**src/rtl/bomb_sequencer.sv**
```systemverilog
// Lifecycle controller for a single bomb slot: place, burn fuse, explode,
// cool down. Frame timing comes from the video start-of-frame tick.
//
// state     | meaning
// ----------|-----------------------------------------------------------
// IDLE      | slot empty, waiting for a placement request
// ARMED     | bomb on the field, fuse burning one frame per tick
// EXPLODING | explosion drawn, direction bitmap toggled every DIR_FRAMES
// COOLDOWN  | explosion gone, slot blocked from new placement for a while
module bomb_sequencer #(
  parameter int FUSE_FRAMES     = 120,
  parameter int EXPLODE_FRAMES  = 30,
  parameter int COOLDOWN_FRAMES = 8,
  parameter int DIR_FRAMES      = 4,
  parameter int CNT_W           = 8
) (
  input  logic              clk,
  input  logic              reset,
  input  logic              startOfFrame,
  input  logic              place_req,
  input  logic [10:0]       place_x,
  input  logic [10:0]       place_y,
  input  logic              chain_hit,
  input  logic              clear,
  output logic              place_ack,
  output logic              bomb_exist,
  output logic              bomb_exploded,
  output logic              direction,
  output logic              explode_pulse,
  output logic [10:0]       topLeftX,
  output logic [10:0]       topLeftY,
  output logic [CNT_W-1:0]  fuse_left
);

  typedef enum logic [1:0] {
    IDLE      = 2'd0,
    ARMED     = 2'd1,
    EXPLODING = 2'd2,
    COOLDOWN  = 2'd3
  } state_t;

  // Terminal counts; COOLDOWN_FRAMES==0 never enters COOLDOWN, so its value is moot.
  localparam logic [CNT_W-1:0] FUSE_LAST = CNT_W'(FUSE_FRAMES - 1);
  localparam logic [CNT_W-1:0] EXPL_LAST = CNT_W'(EXPLODE_FRAMES - 1);
  localparam logic [CNT_W-1:0] DIR_LAST  = CNT_W'(DIR_FRAMES - 1);
  localparam logic [CNT_W-1:0] COOL_LAST =
    CNT_W'((COOLDOWN_FRAMES == 0) ? 0 : COOLDOWN_FRAMES - 1);

  state_t           state_q, state_d;
  logic [CNT_W-1:0] fcnt_q, fcnt_d;
  logic [CNT_W-1:0] dcnt_q, dcnt_d;
  logic             dir_q, dir_d;
  logic [10:0]      x_q, x_d;
  logic [10:0]      y_q, y_d;
  logic             ack_q, ack_d;
  logic             pulse_q, pulse_d;
  logic             exist_q, exist_d;
  logic             exploded_q, exploded_d;
  logic [CNT_W-1:0] fuse_q, fuse_d;

  // Next-state and next-output logic; outputs are derived from the next state
  // so that every output port comes straight from a flop.
  always_comb begin
    state_d = state_q;
    fcnt_d  = fcnt_q;
    dcnt_d  = dcnt_q;
    dir_d   = dir_q;
    x_d     = x_q;
    y_d     = y_q;
    ack_d   = 1'b0;
    pulse_d = 1'b0;

    case (state_q)
      IDLE: begin
        fcnt_d = '0;
        dcnt_d = '0;
        dir_d  = 1'b0;
        if (place_req) begin
          state_d = ARMED;
          x_d     = place_x;
          y_d     = place_y;
          ack_d   = 1'b1;
        end
      end

      ARMED: begin
        // Fuse expiry and chain hit in the same cycle collapse into one exit.
        if (chain_hit || (startOfFrame && fcnt_q == FUSE_LAST)) begin
          state_d = EXPLODING;
          fcnt_d  = '0;
          dcnt_d  = '0;
          dir_d   = 1'b0;
          pulse_d = 1'b1;
        end else if (startOfFrame) begin
          fcnt_d = fcnt_q + 1'b1;
        end
      end

      EXPLODING: begin
        if (startOfFrame) begin
          if (fcnt_q == EXPL_LAST) begin
            state_d = (COOLDOWN_FRAMES == 0) ? IDLE : COOLDOWN;
            fcnt_d  = '0;
            dcnt_d  = '0;
            dir_d   = 1'b0;
          end else begin
            fcnt_d = fcnt_q + 1'b1;
            if (dcnt_q == DIR_LAST) begin
              dcnt_d = '0;
              dir_d  = ~dir_q;
            end else begin
              dcnt_d = dcnt_q + 1'b1;
            end
          end
        end
      end

      COOLDOWN: begin
        dir_d = 1'b0;
        if (startOfFrame && fcnt_q == COOL_LAST) begin
          state_d = IDLE;
          fcnt_d  = '0;
        end else if (startOfFrame) begin
          fcnt_d = fcnt_q + 1'b1;
        end
      end

      default: state_d = IDLE;
    endcase

    // Game restart wins over everything, including a same-cycle placement.
    if (clear) begin
      state_d = IDLE;
      fcnt_d  = '0;
      dcnt_d  = '0;
      dir_d   = 1'b0;
      x_d     = '0;
      y_d     = '0;
      ack_d   = 1'b0;
      pulse_d = 1'b0;
    end

    exist_d    = (state_d == ARMED) || (state_d == EXPLODING);
    exploded_d = (state_d == EXPLODING);
    fuse_d     = (state_d == ARMED) ? (FUSE_LAST - fcnt_d) : '0;
  end

  // State, counters and registered outputs; reset clears everything at once.
  always_ff @(posedge clk or posedge reset) begin
    if (reset) begin
      state_q    <= IDLE;
      fcnt_q     <= '0;
      dcnt_q     <= '0;
      dir_q      <= 1'b0;
      x_q        <= '0;
      y_q        <= '0;
      ack_q      <= 1'b0;
      pulse_q    <= 1'b0;
      exist_q    <= 1'b0;
      exploded_q <= 1'b0;
      fuse_q     <= '0;
    end else begin
      state_q    <= state_d;
      fcnt_q     <= fcnt_d;
      dcnt_q     <= dcnt_d;
      dir_q      <= dir_d;
      x_q        <= x_d;
      y_q        <= y_d;
      ack_q      <= ack_d;
      pulse_q    <= pulse_d;
      exist_q    <= exist_d;
      exploded_q <= exploded_d;
      fuse_q     <= fuse_d;
    end
  end

  assign place_ack     = ack_q;
  assign bomb_exist    = exist_q;
  assign bomb_exploded = exploded_q;
  assign direction     = dir_q;
  assign explode_pulse = pulse_q;
  assign topLeftX      = x_q;
  assign topLeftY      = y_q;
  assign fuse_left     = fuse_q;

endmodule

```
**config.mk**
```make
export PLATFORM = sky130hd
export DESIGN_NAME = bomb_sequencer
export DESIGN_NICKNAME = d
export VERILOG_FILES = /design/src/rtl/bomb_sequencer.sv
export SDC_FILE = /design/constraint.sdc
export NUM_CORES = 1
export LEC_CHECK = 0
export BUFFER_PORTS_ARGS = -buffer_cell sky130_fd_sc_hd__buf_4
export CELL_PAD_IN_SITES_DETAIL_PLACEMENT = 2
export CELL_PAD_IN_SITES_GLOBAL_PLACEMENT = 2
export CORE_MARGIN = 3
export CORE_UTILIZATION = 30
export DETAILED_ROUTE_END_ITERATION = 8
export MAX_ROUTING_LAYER = met4
export PLACE_DENSITY_LB_ADDON = 0.08
export SLEW_MARGIN = 40
export SYNTH_ARGS = -nofsm -noshare
export SYNTH_HDL_FRONTEND = slang
export SYNTH_SLANG_ARGS = --single-unit
```
**constraint.sdc**
```tcl
create_clock -name clk -period 2.8 [get_ports clk]
set_input_delay 0.14 -clock clk [delete_from_list [all_inputs] [get_ports clk]]
set_output_delay 0.14 -clock clk [all_outputs]
set_load 0.01 [all_outputs]
```
Yosys cells after proc, flatten, opt, wreduce, memory -nomap -nowiden
Index checks and enable logic that the tools add are counted.
{"block": "classes", "add_sub_neg": 3, "eq_ne": 12, "muxes": 39, "bitwise": 1, "reduce_logical": 12}
{"cell": "2-to-1 mux 8 bit", "count": 12}
{"cell": "2-to-1 mux 11 bit", "count": 6}
{"cell": "one-hot mux 8 bit (4 select lines)", "count": 1}
{"cell": "one-hot mux 8 bit (3 select lines)", "count": 1}
{"cell": "adder 8 x 1 -> 8 bit, second input constant", "count": 2}
{"cell": "2-to-1 mux 2 bit", "count": 6}
{"cell": "2-to-1 mux 1 bit", "count": 11}
{"cell": "equality test 8 x 2 -> 1 bit, second input constant", "count": 1}
{"cell": "equality test 8 x 3 -> 1 bit, second input constant", "count": 1}
{"cell": "equality test 8 x 5 -> 1 bit, second input constant", "count": 1}
{"cell": "equality test 8 x 7 -> 1 bit, second input constant", "count": 1}
{"cell": "one-hot mux 2 bit (4 select lines)", "count": 1}
{"cell": "subtractor 7 x 8 -> 8 bit, first input constant", "count": 1}
{"cell": "equality test 2 bit, second input constant", "count": 3}
{"cell": "inequality test 3 bit, second input constant", "count": 2}
{"cell": "AND reduction 3 bit", "count": 2}
{"cell": "equality test 2 x 1 -> 1 bit, second input constant", "count": 2}
{"cell": "inequality test 4 bit, second input constant", "count": 1}
{"cell": "nonzero test 2 bit", "count": 2}
{"cell": "nonzero test 4 bit", "count": 1}
{"cell": "one-hot mux 1 bit (3 select lines)", "count": 1}
{"cell": "logical AND 1 bit", "count": 2}
{"cell": "zero test 2 bit", "count": 1}
{"cell": "logical OR 1 bit", "count": 2}
{"cell": "other kinds (3)", "count": 3}
{"block": "totals", "reg_bits": 53, "out_inout_bits": 35, "word_cells": 78}

Longest topological paths before layout
Gate-level depths: netlist of the first run.
{"block": "logic_depth", "depth_word": 8, "ltp_mapped": 13}

Worst setup path after synthesis of the first run
No wires, ideal clock.
{"block": "synth_timing", "kind": "reg-to-reg", "start": "register fcnt_q[5]", "end": "register fuse_q[7], in the netlist fuse_left[7]", "t_arrival_ps": 2501, "required_ps": 2700, "setup_slack_ps": 199, "stages_incl_launch_ff": 12, "path_buffers": 2, "period_less_slack_ps": 2601, "cell_sequence": "dfrtp_1 buf_6 or3_4 o311a_1 a211oi_2 buf_6 a21oi_1 ha_1 nand3b_1 o31ai_1 o21ai_0 nor4bb_1"}
{"block": "synth_via", "elab_chain_cells": 8}
{"item": "start, declared", "line": "50", "rtl": "logic [CNT_W-1:0] fcnt_q, fcnt_d;"}
{"item": "start signal, assigned", "line": "164", "rtl": "fcnt_q <= fcnt_d;"}
{"item": "equality test 8 x 7 -> 1 bit", "line": "88", "rtl": "if (chain_hit || (startOfFrame && fcnt_q == FUSE_LAST)) begin"}
{"item": "logical AND 1 bit", "line": "88"}
{"item": "logical OR 1 bit", "line": "88"}
{"item": "2-to-1 mux 8 bit", "line": "88"}
{"item": "one-hot mux 8 bit (4 select lines) *", "line": "73", "rtl": "case (state_q)"}
{"item": "2-to-1 mux 8 bit *", "line": "132", "rtl": "if (clear) begin"}
{"item": "via fcnt_d[3]", "line": "50"}
{"item": "subtractor 7 x 8 -> 8 bit *", "line": "145", "rtl": "fuse_d = (state_d == ARMED) ? (FUSE_LAST - fcnt_d) : '0;"}
{"item": "2-to-1 mux 8 bit *", "line": "145"}
{"item": "via fuse_d[7]", "line": "59", "rtl": "logic [CNT_W-1:0] fuse_q, fuse_d;"}
{"item": "end signal, assigned", "line": "173", "rtl": "fuse_q <= fuse_d;"}
{"item": "end, declared", "line": "59"}
The timed path passes the listed nets; every way through them passes the cells marked *.
A chain may end at the register's enable or synchronous reset.

Worst setup path after layout of the first run
{"block": "layout_timing", "start": "register fcnt_q[7]", "end": "register fuse_q[7], in the netlist fuse_left[7]"}
Same word-level chain as after synthesis.

==> impl_metrics.yaml, run 1 <==
final_layout:
  final_nets: 331
  final_util_pct: 40.6
  nFillCells: 869
  final_cell_mix: "buf_4, dfrtp_1, a22o_1"
  layout-drive-gt1-share_pct: 30.3
  num_antenna_cells: 0
  synthToLayoutAreaGrowth_pct: 28.5
  final_common_cell: "buf_4"
worst_hold_path:
  hp-class: "in -> async"
critical_path:
  max_stage_delay_ns: 0.43
  startpoint_type: "flip-flop"
  r2r_slack_ns: 0.18
  worst-path-buf-inv: 0
  worstPathRequired_ns: 3.01
  path_delay_family: "compound AO/OA/AOI/OAI gates"
  cp_slowest_cell: "dfrtp_1"
  rr_endpoint: "fuse_left[7]$_DFF_PP0_"
  path_class: "reg -> reg"
  cp_data_arrival_time_ns: 2.83
  reg2reg_depth: 9
  rr_startpoint: "fcnt_q[7]$_DFF_PP0_"
  worstSetupEndpointType: "flip-flop"
  cp_max_fo: 5
  path_cells: "or3_4 > o311a_1 > a211oi_4 > a21oi_1 > ha_1 > nand3b_1 > o31ai_1 > o21ai_0 > nor4bb_2"
clock_network:
  cts_made_buffers: 5
  insertion_delay_ns: 0.30
  h-tree-depth: 2
  cts_tree: "built"
  clk_pin_slew_ns: 0.10
  cts_setup_buffers: 0
  cts-hold-fix-buffers: 0
  cts_sinks: 53
  cts_buffer_depth: 2
  root_buffer: "clkbuf_8"
logic_synthesis:
  ys_async_sr_fraction_pct: 100
  synth_cell_types: 50
  synthFlopType: "dfrtp_1"
  synth.area.top_cells: "dfrtp_1, a22o_1, ha_1, o21ai_0, nor2_1"
  synth_cells: 227
  synth-seq-area-share_pct: 52.9
  ys_ff_latch: 53
  syn_area_per_cell_um2: 11.0
  syn_nets: 265
  netlist_area_um2: 2510
  synth_top_area_cell: "dfrtp_1"
  yosysTopAreaCellShare_pct: 52.9
  synth_edf_count: 0
  synth_warnings: 0
status:
  status: "finished clean"
timing:
  setup_viol: 0
  period_share_pct: 93.5
  clock-skew-final_ns: 0.00380
  slew_headroom_pct: 54.6
  period_needed_ns: 2.62
  tns_ns: 0
  fmax_mhz: 382
  drv_slew: 0
  hold_violations: 0
  tightest_slew_ns: 0.681
  rsz0062_at_grt: "no"
die:
  initial_core_util_pct: 31.6
  row_count: 32
  die_x_um: 97.4
  dieArea_um2: 9490
  io_pins: 63
  core_um2: 7930
  die_y_um: 97.4
power:
  finalPower_uw: 1480
  pwr-share-comb_pct: 15.1
  power_switching_uw: 387
  pwr-share-clk_pct: 29.2
  power_frac_seq_pct: 55.7
  internal-power_uw: 1090
  switching_share_pct: 26.2
  power.density_nw_per_um2: 458
  leakagePower_uw: 0.00158
  ir_worst_vdd_mv: 0.185
grt:
  grt_max_degree: 54
  antenna_found_initial: 0
  grt-ovfl-total: 0
  grt_pass1_vias: 2228
  grt_pass1_wl_um: 11600
  grt_util_all_layers_pct: 15.2
drt:
  routed_wl_um: 6770
  ant_nets: 0
  via_per_inst: 5.11
  wl_per_cell_um: 17.1
  routed-via-count: 2023
  drt_iter0_markers: 52
  drcViolationCount: 0
  dr.pass1.iters: 4
flow_run:
  cap_violations: 0
placement:
  gp_congestion: 0.804
  place_hpwl_um: 4980
  port_buffers: 62
==> metrics by stage <==
step	instance area [µm²]	worst slack, ns	hold WS (ns)	std cells
3_5_place_dp	3110	0.124	0.364	388
2_1_floorplan	2510	0.199	0.273	227
5_1_grt	3220	0.00889	0.0323	396
6_report	3220	0.183	0.0212	396
4_1_cts	3200	0.0944	0.0399	396
3_3_place_gp	3110	0.255	0.357	388
==> sequential cells by signal, indices dropped and copies added (netlist names) <==
register,cells
dcnt_q,8
fcnt_q,8
state_q,2
topLeftX,11
bomb_exploded,1
place_ack,1
direction,1
topLeftY,11
bomb_exist,1
fuse_left,8
explode_pulse,1
==> worst max path at each step <==
stage | cells past startpoint | end | from | slack [ns]
global placement | 9 | fuse_left[7]$_DFF_PP0_ | fcnt_q[7]$_DFF_PP0_ | 0.25
global route | 9 | fuse_left[7]$_DFF_PP0_ | fcnt_q[7]$_DFF_PP0_ | 0.009
finish | 9 | fuse_left[7]$_DFF_PP0_ | fcnt_q[7]$_DFF_PP0_ | 0.18
CTS | 11 | fuse_left[7]$_DFF_PP0_ | state_q[1]$_DFF_PP0_ | 0.09
floorplan | 11 | fuse_left[7]$_DFF_PP0_ | fcnt_q[5]$_DFF_PP0_ | 0.20
detailed placement | 11 | fuse_left[7]$_DFF_PP0_ | state_q[1]$_DFF_PP0_ | 0.12
==> logic make-up (layout without fill, tap and decap cells) <==
kind of cell    count (synthesis)  in the layout  synth area share (%)
buf+inv                        24             91                  4.29
simple gates                   71             71                  15.9
fa+ha+maj                      10             10                  4.99
compound gates                 61             61                  19.0
mux                             1              1                 0.449
xor+xnor                        7              7                  2.45
flops                          53             53                  52.9
==> timing repair <==
| action | in CTS | in global routing |
|---|---|---|
| endpoints found under the hold margin | 0 | 0 |
| gates resized for setup | 0 | 5 |
| endpoints found under the setup margin | 0 | 1 |
==> final cells by class <==
class	instances	area, µm²	share of cell area [%]
clock buffer	6	72.6	2.25
clock inverter	2	15.0	0.466
inverter	12	45.0	1.40
multi-input combinational	150	1100	34.2
sequential	53	1330	41.2
tap	102	128	3.96
timing repair buffer	71	533	16.6
==> power by group through the flow <==
stage               registers [µW]  clock network (µW)  logic, µW
floorplan                      852                   0       86.5
global placement               835                   0        223
detailed placement             837                   0        226
CTS                            823                 456        227
global route                   828                 491        248
finish                         822                 431        223
==> routing by layer <==
metal | routed length [µm] | share of wire (%) | track usage, % | up-vias
li1 | - | - | - | 957
met1 | 3090 | 46 | 19.2 | 1034
met2 | 3460 | 51 | 25.4 | 30
met3 | 185 | 2.7 | 2.80 | 2
met4 | 36 | 0.53 | 3.51 | 0
met5 | 0 | 0 | - | -
==> Yosys cell counts, drive strengths merged (4+ instances only) <==
library cell and count:
o21ai 13, ha 10, buf 5, dfrtp 53
nand3 4, inv 12, nor2 17, clkbuf 7
or4 4, a22o 22, nand2 9, o31ai 4
nor3 6, a21oi 4, xnor2 5, nor2b 8
==> worst register-to-register path, cell delays in order, from the launching register on <==
cell      delay, ns
dfrtp_1        0.43
or3_4          0.42
o311a_1        0.38
a211oi_4       0.30
a21oi_1        0.11
ha_1           0.27
nand3b_1       0.10
o31ai_1        0.07
o21ai_0        0.15
nor4bb_2       0.29
Power figures use the tool's default switching activity.
==> run 2, diff against run 1 <==
- BUFFER_PORTS_ARGS: -buffer_cell sky130_fd_sc_hd__buf_4 -> not set
- CORE_UTILIZATION: 30 -> 35
- DONT_BUFFER_PORTS: not set -> 1
==> run 2 against run 1 <==
  * Non-clock buffer count decreased by 38
  * Highest routed layer unchanged
  * Sequential cell count unchanged
  * Sequential power increased by 2.9%
==> impl_metrics.yaml, run 2 (same netlist as run 1, synthesis figures left out) <==
status:
  status: "finished clean"
flow_run:
  cap_violations: 0
drt:
  drcViolationCount: 0
  routed_wl_um: 6790
  drt_iter0_markers: 57
  dr.pass1.iters: 4
  ant_nets: 0
  routed-via-count: 1887
  wl_per_cell_um: 19.3
  via_per_inst: 5.36
grt:
  grt_pass1_vias: 2074
  grt_pass1_wl_um: 11300
  grt_util_all_layers_pct: 17.6
  antenna_found_initial: 0
  grt_max_degree: 33
  grt-ovfl-total: 0
power:
  power.density_nw_per_um2: 504
  ir_worst_vdd_mv: 0.237
  leakagePower_uw: 0.00137
  finalPower_uw: 1510
die:
  die_y_um: 90.6
  row_count: 30
  core_um2: 6870
  dieArea_um2: 8210
  io_pins: 63
  die_x_um: 90.6
  initial_core_util_pct: 36.5
clock_network:
  h-tree-depth: 2
  cts_buffer_depth: 2
  cts_sinks: 53
  clk_pin_slew_ns: 0.09
  cts_made_buffers: 5
  root_buffer: "clkbuf_8"
  cts_tree: "built"
  insertion_delay_ns: 0.30
critical_path:
  worstPathRequired_ns: 3.01
  path_delay_family: "compound AO/OA/AOI/OAI gates"
  path_cells: "inv_1 > ha_1 > nor2_1 > o311a_1 > a211oi_2 > a21oi_1 > ha_1 > nand3b_1 > o31ai_2 > nor3_1 > nor4bb_1"
  max_stage_delay_ns: 0.45
  worst-path-buf-inv: 1
  reg2reg_depth: 11
  cp_data_arrival_time_ns: 2.79
  path_depth: 11
  cp_slowest_cell: "dfrtp_1"
  worstSetupEndpointType: "flip-flop"
  cp_max_fo: 6
  startpoint_type: "flip-flop"
  path_class: "reg -> reg"
  cp_common_cell: "ha_1"
timing:
  hold_violations: 0
  slew_headroom_pct: 67.7
  drv_slew: 0
  period_needed_ns: 2.58
  period_share_pct: 92.1
  tightest_slew_ns: 0.484
  fmax_mhz: 388
  clock-skew-final_ns: 0.00395
  setup_viol: 0
final_layout:
  seq_area_um2: 1330
  final_cell_mix: "dfrtp_1, dlygate4sd3_1, a22o_1"
  final_util_pct: 43.6
  nFillCells: 739
  num_antenna_cells: 0
  final_common_cell: "dfrtp_1"
  layout-drive-gt1-share_pct: 11.3
  final_cell_area_um2: 3000
  final_nets: 293
  multi_input_area_um2: 1080
  synthToLayoutAreaGrowth_pct: 19.6
worst_hold_path:
  hp-class: "in -> reg"
  hold_depth: 2
placement:
  place_hpwl_um: 4710
  postPlaceCellArea_um2: 2620
  gp_congestion: 0.816
  port_buffers: 0
-- run 2: cell count changes in the layout (fill, tap and decap cells not counted), sizes merged --
cell         delta
clkinvlp        -2
clkinv          +1
buf            -62
dlygate4sd3    +24
bufinv          +1
-- run 2: layout make-up --
class                      instances  share of cell area, %
timing repair buffer              33                   10.3
clock buffer                       6                   2.42
multi-input combinational        150                   36.2
inverter                          12                   1.50
tap                               96                   4.01
clock inverter                     2                   1.29
sequential                        53                   44.3
-- run 2: where the power goes --
part	switching [µW]	internal, µW
sequential	43.8	802
combinational	77.6	65.2
clock	254	269
total	376	1140
-- run 2: final timing paths --
| check | startpoint | to | slack, ns |
|---|---|---|---|
| setup / recovery | state_q[1]$_DFF_PP0_ | fuse_left[7]$_DFF_PP0_ | 0.22 |
| hold / removal | startOfFrame | fcnt_q[0]$_DFF_PP0_ | 0.02 |
| setup reg to reg | state_q[1]$_DFF_PP0_ | fuse_left[7]$_DFF_PP0_ | 0.22 |
| hold reg to reg | dcnt_q[5]$_DFFE_PP0P_ | dcnt_q[5]$_DFFE_PP0P_ | 0.54 |
| max in group asynchronous | reset | state_q[0]$_DFF_PP0_ | 1.71 |
| min in group asynchronous | reset | dcnt_q[2]$_DFFE_PP0P_ | 0.30 |
-- run 2: per-stage QoR --
step                      setup WS, ns  hold WS, ns  cells  setup TNS (ns)
final                            0.222       0.0167    352               0
after detailed placement         0.107       0.0786    318               0
after CTS                        0.100      0.00495    350               0
after floorplan                  0.199        0.273    227               0
after global placement           0.321       0.0739    318               0
after global routing           -0.0166     0.000955    352         -0.0166
-- run 2: routing by layer --
metal	track usage [%]	wire (µm)	up-vias
met5	-	0	-
met3	4.33	287	7
met2	30.5	3500	38
met4	3.44	55	0
li1	-	-	877
met1	20.8	2950	965
-- run 2: timing repair --
action / CTS / global route
resized for setup: 0 / 5
setup endpoints to repair: 0 / 1
setup buffers: 0 / 2
hold buffers: 24 / 0
endpoints found under the hold margin: 44 / 0
==> run 3, diff against run 2 <==
- CORE_ASPECT_RATIO: not set -> 1.2
==> run 3 against run 2 <==
  * The run now ends with negative hold slack left
  * Largest power group unchanged
  * Routed wire length is 0.50% higher
  * Global-route usage hardly changed
  * Highest routed layer unchanged
  * Via count grew 2.7%
==> impl_metrics.yaml, run 3 (same netlist as run 1, synthesis figures left out) <==
status:
  status: "finished, violations left"
  violations: "negative hold slack"
grt:
  use_met1_pct: 20.4
  grt_use_met2_pct: 32.1
  antenna_found_initial: 0
  grt_max_degree: 54
  grt_pass1_vias: 2174
  grt-ovfl-total: 0
  busiest_layer: "met2"
  grt_pass1_wl_um: 11500
  grt_util_all_layers_pct: 17.5
  grtUsageMet3_pct: 2.76
die:
  io_pins: 63
  initial_core_util_pct: 36.3
  dieArea_um2: 8220
  die_x_um: 83.2
  die_y_um: 98.7
  row_count: 33
  core_um2: 6900
flow_run:
  cap_violations: 0
critical_path:
  startpoint_type: "flip-flop"
  worstPathRequired_ns: 3.01
  rr_startpoint: "fcnt_q[0]$_DFF_PP0_"
  rr_endpoint: "fuse_left[7]$_DFF_PP0_"
  cp_max_fo: 6
  worstSetupEndpointType: "flip-flop"
  r2r_slack_ns: 0.17
  path_class: "reg -> reg"
  reg2reg_depth: 11
  cp_data_arrival_time_ns: 2.84
final_layout:
  final_common_cell: "dfrtp_1"
  synthToLayoutAreaGrowth_pct: 20.0
  fin_cells: 344
  multi_input_area_um2: 1110
  seq_area_um2: 1330
  final_nets: 294
  final_cell_area_um2: 3010
  nFillCells: 731
  final_cell_mix: "dfrtp_1, dlygate4sd3_1, a22o_1"
  num_antenna_cells: 0
  layout-drive-gt1-share_pct: 13.6
placement:
  postPlaceCellArea_um2: 2610
  gp_congestion: 0.785
  dp_cells: 309
  port_buffers: 0
  place_hpwl_um: 4830
timing:
  clock-skew-final_ns: 0.0144
  hold_violations: 1
  fmax_mhz: 381
  setup_viol: 0
  period_share_pct: 93.8
  period_needed_ns: 2.63
  fin_hold_ws_ns: -0.000218
  slew_headroom_pct: 57.6
  tightest_slew_ns: 0.637
  drv_slew: 0
drt:
  routed-via-count: 1938
  dr.pass1.iters: 4
  ant_nets: 0
  drt_iter0_markers: 41
  via_per_inst: 5.63
  wl_per_cell_um: 19.8
  drcViolationCount: 0
  routed_wl_um: 6820
clock_network:
  root_buffer: "clkbuf_8"
  insertion_delay_ns: 0.32
  h-tree-depth: 2
  clk_pin_slew_ns: 0.11
  cts_made_buffers: 5
  cts_sinks: 53
  cts_tree: "built"
  cts_buffer_depth: 2
power:
  leakagePower_uw: 0.00136
  power.density_nw_per_um2: 482
  ir_worst_vdd_mv: 0.209
worst_hold_path:
  hp-class: "in -> reg"
  hp-start: "startOfFrame"
  hold_end: "fcnt_q[1]$_DFF_PP0_"
  hold_depth: 2
-- run 3: repair_timing --
| item | in CTS | in global routing |
|---|---|---|
| setup endpoints to repair | 1 | 1 |
| pin swaps | 0 | 2 |
| setup buffers | 0 | 3 |
| hold buffers | 24 | 0 |
| endpoints found under the hold margin | 77 | 0 |
| resized for setup | 2 | 7 |
-- run 3: report_power, final --
group | internal [µW] | total, µW | switching (µW)
Sequential | 802 | 846 | 43.7
Combinational | 66.8 | 146 | 79.6
Clock | 183 | 458 | 275
Total | 1050 | 1450 | 398
-- run 3: per-stage QoR --
step	utilization, %	hold WS, ns	setup TNS (ns)	power [µW]	setup slack (ns)
global placement	37.8	0.259	0	967	0.268
detailed placement	37.9	0.156	0	977	0.0746
CTS	42.9	0.00254	0	1470	0.00942
global route	43.6	0.0242	-0.0196	1530	-0.0196
finish	43.6	-0.000218	0	1450	0.173
floorplan	-	0.273	0	939	0.199
-- run 3: worst max-delay path, cell delays in order (launching register included) --
cell	delay (ns)
dfrtp_1	0.42
ha_2	0.25
nand4b_1	0.15
buf_4	0.18
o211a_4	0.27
a211oi_4	0.30
a21oi_2	0.09
ha_2	0.22
nand3b_1	0.11
o31ai_2	0.08
o21ai_0	0.14
nor4bb_2	0.31
-- run 3: worst max-delay path by stage --
stage,start,end,slack [ns],cells after the start
finish,fcnt_q[0]$_DFF_PP0_,fuse_left[7]$_DFF_PP0_,0.17,11
global route,fcnt_q[1]$_DFF_PP0_,fuse_left[7]$_DFF_PP0_,-0.02,11
CTS,state_q[1]$_DFF_PP0_,fuse_left[7]$_DFF_PP0_,0.009,11
detailed placement,fcnt_q[0]$_DFF_PP0_,fuse_left[7]$_DFF_PP0_,0.07,10
global placement,fcnt_q[0]$_DFF_PP0_,fuse_left[7]$_DFF_PP0_,0.27,10
floorplan,fcnt_q[5]$_DFF_PP0_,fuse_left[7]$_DFF_PP0_,0.20,11
-- run 3: area by class of cell --
type,count,area share (%)
clock inverters,3,0.832
well taps,87,3.62
clock buffers,5,2.29
multi-input cells,150,37.1
flip-flops and latches,53,44.1
repair buffers,34,10.5
inverters,12,1.58
-- run 3: routing by layer --
metal  vias up  wire length (µm)
met5         -                 0
met4         0                66
met3         4               221
met2        32              3820
met1      1025              2720
li1        877                 -
